## config.mk

```make
export PLATFORM = sky130hd
export DESIGN_NAME = send_wiener_para
export DESIGN_NICKNAME = d
export VERILOG_FILES = /design/src/rtl/send_wiener_para.sv
export SDC_FILE = /design/constraint.sdc
export NUM_CORES = 1
export LEC_CHECK = 0
export BUFFER_PORTS_ARGS = -buffer_cell sky130_fd_sc_hd__clkbuf_2
export CAP_MARGIN = 5
export CELL_PAD_IN_SITES_DETAIL_PLACEMENT = 0
export CELL_PAD_IN_SITES_GLOBAL_PLACEMENT = 1
export CORE_ASPECT_RATIO = 0.6
export CORE_UTILIZATION = 45
export CTS_CLUSTER_DIAMETER = 80
export CTS_CLUSTER_SIZE = 8
export DETAILED_ROUTE_END_ITERATION = 8
export PLACE_DENSITY_LB_ADDON = 0.25
export SLEW_MARGIN = 30
export SYNTH_ARGS = -nofsm -noshare
export SYNTH_HDL_FRONTEND = slang
export SYNTH_SLANG_ARGS = --single-unit
```

## constraint.sdc

```tcl
create_clock -name clk_in -period 3.8 [get_ports clk_in]
set_input_delay 0.19 -clock clk_in [delete_from_list [all_inputs] [get_ports clk_in]]
set_output_delay 0.19 -clock clk_in [all_outputs]
set_load 0.005 [all_outputs]
```

## src/rtl/send_wiener_para.sv

```systemverilog
// send_wiener_para: streams one Wiener-coefficient frame to a downstream sink.
// A frame is a header word, an endpoint address word, then N_WORDS
// coefficients read from an external RAM with one cycle of read latency.
// Every word leaves byte-swapped on a valid/ready handshake.
module send_wiener_para #(
    parameter logic [15:0] HEADER   = 16'hC7E5,
    parameter int          N_WORDS  = 256,
    parameter logic [7:0]  ADDR_LSB = 8'h00
) (
    input  logic        clk_in,
    input  logic        reset,
    input  logic        start,
    input  logic        abort,
    input  logic [7:0]  ep_addr,
    input  logic [15:0] rd_ram_data,
    input  logic        tx_ready,
    output logic        rd_ram_en,
    output logic [7:0]  rd_ram_addr,
    output logic [15:0] tx_data,
    output logic        tx_valid,
    output logic        busy,
    output logic        done
);

    typedef enum logic [2:0] {
        IDLE  = 3'd0,
        HEAD  = 3'd1,
        ADDR  = 3'd2,
        FETCH = 3'd3,
        LOAD  = 3'd4,
        SEND  = 3'd5,
        DONE  = 3'd6
    } state_t;

    // Index of the final coefficient; word_cnt never advances past it.
    localparam logic [7:0] LAST_CNT = 8'(N_WORDS - 1);

    state_t     state;
    logic [7:0] word_cnt;
    logic [7:0] ep_addr_q;
    logic       xfer;

    // A word moves only when both sides agree in the same cycle.
    assign xfer = tx_valid & tx_ready;

    // The sink expects the low byte first on the wire.
    function automatic logic [15:0] swap_bytes(input logic [15:0] w);
        return {w[7:0], w[15:8]};
    endfunction

    // Frame sequencer: all outputs are registered and owned by this block.
    always_ff @(posedge clk_in or posedge reset) begin
        if (reset) begin
            state       <= IDLE;
            tx_data     <= 16'h0000;
            tx_valid    <= 1'b0;
            rd_ram_en   <= 1'b0;
            rd_ram_addr <= 8'h00;
            busy        <= 1'b0;
            done        <= 1'b0;
            word_cnt    <= 8'h00;
            ep_addr_q   <= 8'h00;
        end else if (abort && (state != IDLE)) begin
            // Abort wins over any handshake in the same cycle, so a word
            // accepted together with abort is treated as never sent.
            state     <= IDLE;
            tx_valid  <= 1'b0;
            rd_ram_en <= 1'b0;
            done      <= 1'b0;
            busy      <= 1'b0;
            word_cnt  <= 8'h00;
        end else begin
            case (state)
                IDLE: begin
                    done <= 1'b0;
                    if (start) begin
                        // Endpoint address is frozen for the whole frame.
                        ep_addr_q <= ep_addr;
                        word_cnt  <= 8'h00;
                        tx_data   <= swap_bytes(HEADER);
                        tx_valid  <= 1'b1;
                        busy      <= 1'b1;
                        state     <= HEAD;
                    end
                end
                HEAD: begin
                    if (xfer) begin
                        tx_data <= swap_bytes({ep_addr_q, ADDR_LSB});
                        state   <= ADDR;
                    end
                end
                ADDR: begin
                    if (xfer) begin
                        tx_valid    <= 1'b0;
                        rd_ram_en   <= 1'b1;
                        rd_ram_addr <= word_cnt;
                        state       <= FETCH;
                    end
                end
                FETCH: begin
                    // Read strobe lasts exactly this one cycle.
                    rd_ram_en <= 1'b0;
                    state     <= LOAD;
                end
                LOAD: begin
                    // RAM data arrives one cycle after the strobe.
                    tx_data  <= swap_bytes(rd_ram_data);
                    tx_valid <= 1'b1;
                    state    <= SEND;
                end
                SEND: begin
                    if (xfer) begin
                        tx_valid <= 1'b0;
                        if (word_cnt == LAST_CNT) begin
                            done  <= 1'b1;
                            state <= DONE;
                        end else begin
                            word_cnt    <= word_cnt + 8'd1;
                            rd_ram_en   <= 1'b1;
                            rd_ram_addr <= word_cnt + 8'd1;
                            state       <= FETCH;
                        end
                    end
                end
                DONE: begin
                    // start is deliberately not looked at here.
                    done  <= 1'b0;
                    busy  <= 1'b0;
                    state <= IDLE;
                end
                default: begin
                    state <= IDLE;
                end
            endcase
        end
    end

endmodule

```

==> results of run 1 <==
## worst min path at each step
| stage | start | slack, ns | to | cells after the start |
|---|---|---|---|---|
| floorplan | rd_ram_data[3] | 0.33 | tx_data[11] | 2 |
| CTS | rd_ram_data[3] | 0.1 | tx_data[11] | 3 |
| global route | rd_ram_data[1] | 0.10 | tx_data[9] | 3 |
| detailed placement | reset | 0.30 | rd_ram_addr[4] | 2 |
| global placement | rd_ram_data[4] | 0.42 | tx_data[12] | 3 |
| finish | rd_ram_data[3] | 0.1 | tx_data[11] | 3 |
## placed cells by master (no fill, tap or decap), types with 2 or more instances in the layout
cell / instances
clkbuf_8: 5
o21ai_0: 11
ha_1: 2
a211oi_1: 2
nor2_1: 12
inv_2: 2
a31oi_1: 10
and3_1: 2
xor2_1: 2
nand4_1: 3
nor3_1: 7
nand2_1: 16
mux2i_1: 11
mux2_4: 9
dfrtp_1: 47
and2_1: 2
a21oi_1: 16
nand3_1: 6
nor3b_2: 2
inv_1: 22
nand2b_1: 3
xnor2_1: 5
o211ai_1: 5
clkbuf_2: 56
a22o_1: 8
or3_1: 3
bufinv_16: 2
mux2_2: 14
## power breakdown
| group | internal [mW] | switching [mW] | total [mW] | leakage (nW) |
|---|---|---|---|---|
| combinational | 0.308 | 0.295 | 0.603 | 0.774 |
| clock | 0.263 | 0.171 | 0.434 | 0.0654 |
| sequential | 0.633 | 0.115 | 0.748 | 0.588 |
## metal layers
metal	vias to the layer above	wire (um)
li1	984	-
met1	946	3136
met2	78	2133
met3	7	359
met4	0	49
met5	-	0
## through the flow
step                      hold WS [ns]  total power, mW  util, %  area, um^2
after global placement          0.4231            1.347    54.24        2864
after global routing            0.1040            1.888    56.99        3009
final                          0.09955            1.785    56.99        3009
after floorplan                 0.3271            1.175        -        2564
after detailed placement        0.2956            1.354    54.29        2867
after CTS                      0.09706            1.792    56.99        3009
## state kept, by name (all words and copies together) (netlist names)
name and count:
busy 1, done 1, ep_addr_q 8, rd_ram_addr 8, rd_ram_en 1, state 3, tx_data 16, tx_valid 1
word_cnt 8
## cell usage after synthesis (all sizes together), types with 2 or more instances
cell type,count,share of area (%)
nand4,3,0.73
clkbuf,9,1.3
nand2b,3,0.73
and2,2,0.49
ha,2,0.98
and3,2,0.49
or3,3,0.73
xor2,2,0.68
or2,2,0.49
nor3,7,1.4
inv,25,3.7
nand2,16,2.3
dfrtp,47,46
nor3b,3,1.3
nor2,12,1.8
buf,7,2.0
a21oi,17,3.8
mux2,23,11
o211ai,5,1.5
a22o,8,2.7
xnor2,5,1.7
o21ai,12,2.3
a211oi,3,1.1
mux2i,11,4.3
a31oi,10,2.4
nand3,6,1.2
## cell families after synthesis
family	share of synthesized area (%)
AO/OA/AOI/OAI	15.08
XOR/XNOR	2.391
adder cells (fa/ha/maj)	0.9759
buffers and inverters	6.930
flip-flops	45.88
multiplexers	15.72
AND/OR/NAND/NOR	13.03
## area by class of cell
type | count | share of cell area (%)
clock buffer | 6 | 2.412
clock inverter | 2 | 1.996
inverter | 25 | 3.202
multi-input combinational | 165 | 40.21
sequential | 47 | 39.09
tap | 77 | 3.202
timing repair buffer | 58 | 9.896
## repair_timing
| action | in CTS | in global routing |
|---|---|---|
| hold buffers | 1 | 0 |
| setup buffers | 0 | 0 |
| endpoints found under the hold margin | 47 | 0 |
## worst max-delay path, stage by stage, from the launching register on
cell	delay (ns)
dfrtp_1	0.65
inv_2	0.15
or4_4	0.55
a21oi_4	0.56
mux2_2	0.41
==> reports/results.ini, run 1 <==
[global_routing]
grt_pass1_wl_um = 9142
grt_overflow = 0
grt_pass1_vias = 1808
grtUsageTotal_pct = 19.90
gr-usage-met2_pct = 27.38
use_met1_pct = 31.66
grt.busiest_layer = met1
antenna_found_initial = 0
grt_max_degree = 48
grt.met3_usage_pct = 4.032

[sta]
fin_skew_ns = 0.01095
min_period_ns = 2.418
max_freq_mhz = 413.5
final_max_slew_viol_count = 0
tightest_slew_ns = 0.9041
setup_tns_ns = 0
setup_violations = 0
slew_headroom_pct = 39.46
hold_viol_final = 0
rsz0062_at_grt = false
fin_crit_sh_pct = 63.64
layout_setup_ws_ns = 1.382

[setup_path]
timing.rr.start = state[0]
crit_required_ns = 4.00
startpoint_type = register
r2r_slack_ns = 1.38
critical_path_peak_fanout = 16
crit_start = state[0]
r2r_cells = 4
endpoint_kind = register
rr_endpoint = tx_data[13]
critPathArrivalTime_ns = 2.61
critPathKind = reg2reg
crit_end = tx_data[13]

[synth]
synth_cell_type_count = 43
syn_avg_cell_area_um2 = 10.13
syn_nets = 284
synth_seq_cells = 47
synth_area_mm2 = 0.002564
synthCells = 253
synth_async_sr_flop_share_pct = 100.0
seq_area_frac_synth_pct = 45.88
yosys_warnings = 0
ys.flop_type = dfrtp_1
synth-edff-count = 0

[clock_tree]
cts_buffers = 5
insertion_delay_ns = 0.30
cts.repair.resized = 0
clock_path_buffers = 2
cts_max_level = 2
cts.sinks = 47
root_buffer = clkbuf_8
cts_tree = built
clk_pin_slew_ns = 0.09

[power]
power_density_mw_per_mm2 = 593.0
max-vdd-ir-drop_v = 0.0003114
leakagePower_nw = 1.428

[die]
num_rows = 20
start_util_pct = 48.55
die_y_um = 60.47
pin_count = 57
die_width_um = 99.45
core_area_mm2 = 0.005280
dieArea_mm2 = 0.006013

[cells_and_area]
regArea_mm2 = 0.001176
multi_input_area_mm2 = 0.001210
layout.nets = 333
areaGrowthSynthToFinish_pct = 17.37
fin_cells = 380
drive_gt1_share_pct = 32.01
nFillCells = 469
num_antenna_cells = 0

[min_path]
min_path_type = in2reg

[detailed_routing]
drtIter0Drc = 152
drtAntennaViolNets = 0
dr_total_vias = 2015
wl_per_cell_um = 14.94
drt_wl_total_um = 5679
viasPerCell = 5.303
firstDrtPassIters = 4
drc = 0

[placement]
dpl_worst_slack_ns = 1.418
dp_hpwl_um = 3977
place.port_buffers = 56
gp_congestion = 0.8881
placed_cells = 371

[outcome]
outcome = completed

[run]
maxCapViolCount = 0

Power figures use the tool's default switching activity.
==> run 2: changes to the inputs <==
--- a/config.mk
+++ b/config.mk
@@ -10,7 +10,7 @@
 export CELL_PAD_IN_SITES_DETAIL_PLACEMENT = 0
 export CELL_PAD_IN_SITES_GLOBAL_PLACEMENT = 1
 export CORE_ASPECT_RATIO = 0.6
-export CORE_UTILIZATION = 45
+export CORE_UTILIZATION = 37
 export CTS_CLUSTER_DIAMETER = 80
 export CTS_CLUSTER_SIZE = 8
 export DETAILED_ROUTE_END_ITERATION = 8
==> constraint.sdc (replaced) <==
create_clock -name clk_in -period 2.09 [get_ports clk_in]
set_input_delay 0.1045 -clock clk_in [delete_from_list [all_inputs] [get_ports clk_in]]
set_output_delay 0.1045 -clock clk_in [all_outputs]
set_load 0.005 [all_outputs]
==> run 2 against run 1 <==
  * Count of clock-buffer cells in the layout is the same
  * First-iteration DRC count shrank 18%
  * Register-to-register slack lost 1.2 ns
  * Sequential cell count is the same
  * Fmax grew 26%
  * Via count grew 4.9%
  * Clock skew shrank 0.0057 ns
  * Routed wire length grew 8.5%
  * Total power grew 90%
  * Combinational power grew 110%
  * Die area grew 21%
  * Critical path depth is the same
==> reports/results.ini, run 2 (synthesis gave the netlist of run 1 again) <==
[cells_and_area]
largest_register = tx_data
areaGrowthSynthToFinish_pct = 25.43
num_antenna_cells = 0
final_cell_mix = clkbuf_2, dfrtp_1, inv_1
final_common_cell = clkbuf_2
layout.nets = 352
fin_util_pct = 48.16
stdcell_area_mm2 = 0.003216
multi_input_area_mm2 = 0.001217
regArea_mm2 = 0.001176
nFillCells = 647
drive_gt1_share_pct = 36.02
largest_reg_flops = 16

[setup_path]
timing.critical_path.buf_inv = 1
crit_path_cell_trace = inv_2 -> or4_4 -> a21oi_4 -> mux2_2
critical_path_peak_fanout = 9
crit_start = state[0]
crit_family = simple AND/OR/NAND/NOR gates
r2r_slack_ns = 0.18
critPathArrivalTime_ns = 2.09
rr_endpoint = tx_data[10]
crit_required_ns = 2.26
slowest_delay_ns = 0.53
critPathKind = reg2reg
startpoint_type = register
r2r_cells = 4
crit_end = tx_data[10]
endpoint_kind = register
timing.rr.start = state[0]
crit_cells = 4
slowest_stage = or4_4

[detailed_routing]
wl_per_cell_um = 15.07
firstDrtPassIters = 4
drt_wl_total_um = 6163
dr_total_vias = 2113
drc = 0
viasPerCell = 5.166
drtAntennaViolNets = 0
drtIter0Drc = 124

[sta]
timing.hold.ws_ns = 0.04050
final_max_slew_viol_count = 0
setup_violations = 0
slew_headroom_pct = 63.99
max_freq_mhz = 522.8
fin_crit_sh_pct = 91.53
fin_skew_ns = 0.005284
rsz0062_at_grt = false
setup_tns_ns = 0
tightest_slew_ns = 0.5393
min_period_ns = 1.913
hold_viol_final = 0

[power]
finalPower_mw = 3.390
p_clk_share_pct = 23.1
p_comb_share_pct = 38.0
power_density_mw_per_mm2 = 1054
leakagePower_nw = 1.536
cell_internal_pwr_mw = 2.276
switching_share_pct = 32.85
seq_power_share_pct = 38.9
netSwitchingPower_mw = 1.114
max-vdd-ir-drop_v = 0.0004414

[clock_tree]
cts_buffers = 5
root_buffer = clkbuf_16
clk_pin_slew_ns = 0.06
cts_tree = built
cts_max_level = 2
insertion_delay_ns = 0.29
cts.sinks = 47
clock_path_buffers = 2

[placement]
place.port_buffers = 56
dp_hpwl_um = 4506
placed_area_mm2 = 0.003057
gp_congestion = 0.8281

[global_routing]
grt_pass1_vias = 1974
grt_overflow = 0
antenna_found_initial = 0
grt_pass1_wl_um = 10250
grt_max_degree = 26
grtUsageTotal_pct = 18.56

[die]
start_util_pct = 38.40
pin_count = 57
core_area_mm2 = 0.006676
num_rows = 23
die_width_um = 109.5
dieArea_mm2 = 0.007276
die_y_um = 66.48

[min_path]
min_path_type = in2reg

[outcome]
outcome = completed

[run]
maxCapViolCount = 0

run 2: cell types whose count changed in the layout (fill, tap and decap cells not counted), moves of 2 or more:
cell | before | now
buf_12 | 0 | 3
buf_4 | 1 | 17
clkbuf_16 | 0 | 5
bufinv_16 | 2 | 0
clkbuf_8 | 5 | 0
run 2: area by class of cell:
| cell class | count | area share, % |
|---|---|---|
| tap | 87 | 3.385 |
| clock buffer | 6 | 4.008 |
| timing repair buffer | 77 | 14.86 |
| sequential | 47 | 36.58 |
| clock inverter | 2 | 0.3891 |
| inverter | 25 | 2.918 |
| multi-input combinational | 165 | 37.86 |
run 2: repair_timing:
item / 4_1_cts / 5_1_grt
hold buffers: 1 / 0
resized for setup: 0 / 1
setup buffers: 0 / 0
endpoints found under the hold margin: 22 / 0
endpoints found under the setup margin: 0 / 8
run 2: power by group through the flow:
stage	sequential [mW]	clock, mW	combinational (mW)
2_1_floorplan	1.31	0	0.830
3_3_place_gp	1.33	0	1.27
3_5_place_dp	1.34	0	1.27
4_1_cts	1.32	0.809	1.28
5_1_grt	1.35	0.841	1.42
6_report	1.32	0.783	1.29
run 2: how the worst min path moves through the flow:
stage / to / slack (ns) / start / depth (start not counted)
after global placement: rd_ram_addr[2] / 0.17 / reset / 2
after floorplan: tx_data[11] / 0.24 / rd_ram_data[3] / 2
after detailed placement: rd_ram_addr[2] / 0.18 / reset / 2
after global routing: ep_addr_q[6] / 0.05 / ep_addr[6] / 2
after CTS: tx_data[9] / 0.04 / rd_ram_data[1] / 3
final: tx_data[9] / 0.04 / rd_ram_data[1] / 3
run 2: stage by stage:
step / std cells / setup slack [ns]
detailed placement: 400 / 0.1122
finish: 409 / 0.1771
global placement: 400 / 0.1951
floorplan: 253 / 0.2119
CTS: 409 / 0.07556
global route: 409 / 0.006541
run 2: tightest hold or removal path, cell delays in order:
cell,delay (ns)
clkbuf_2,0.08
nand2_1,0.04
mux2i_1,0.06
run 2: metal layers:
metal	GRT usage (%)	up-vias	share of wire (%)
met5	0	-	0
met4	3.500	0	0.47
met3	3.620	4	5.4
met2	24.37	66	38
met1	30.32	1020	56
li1	-	1023	-
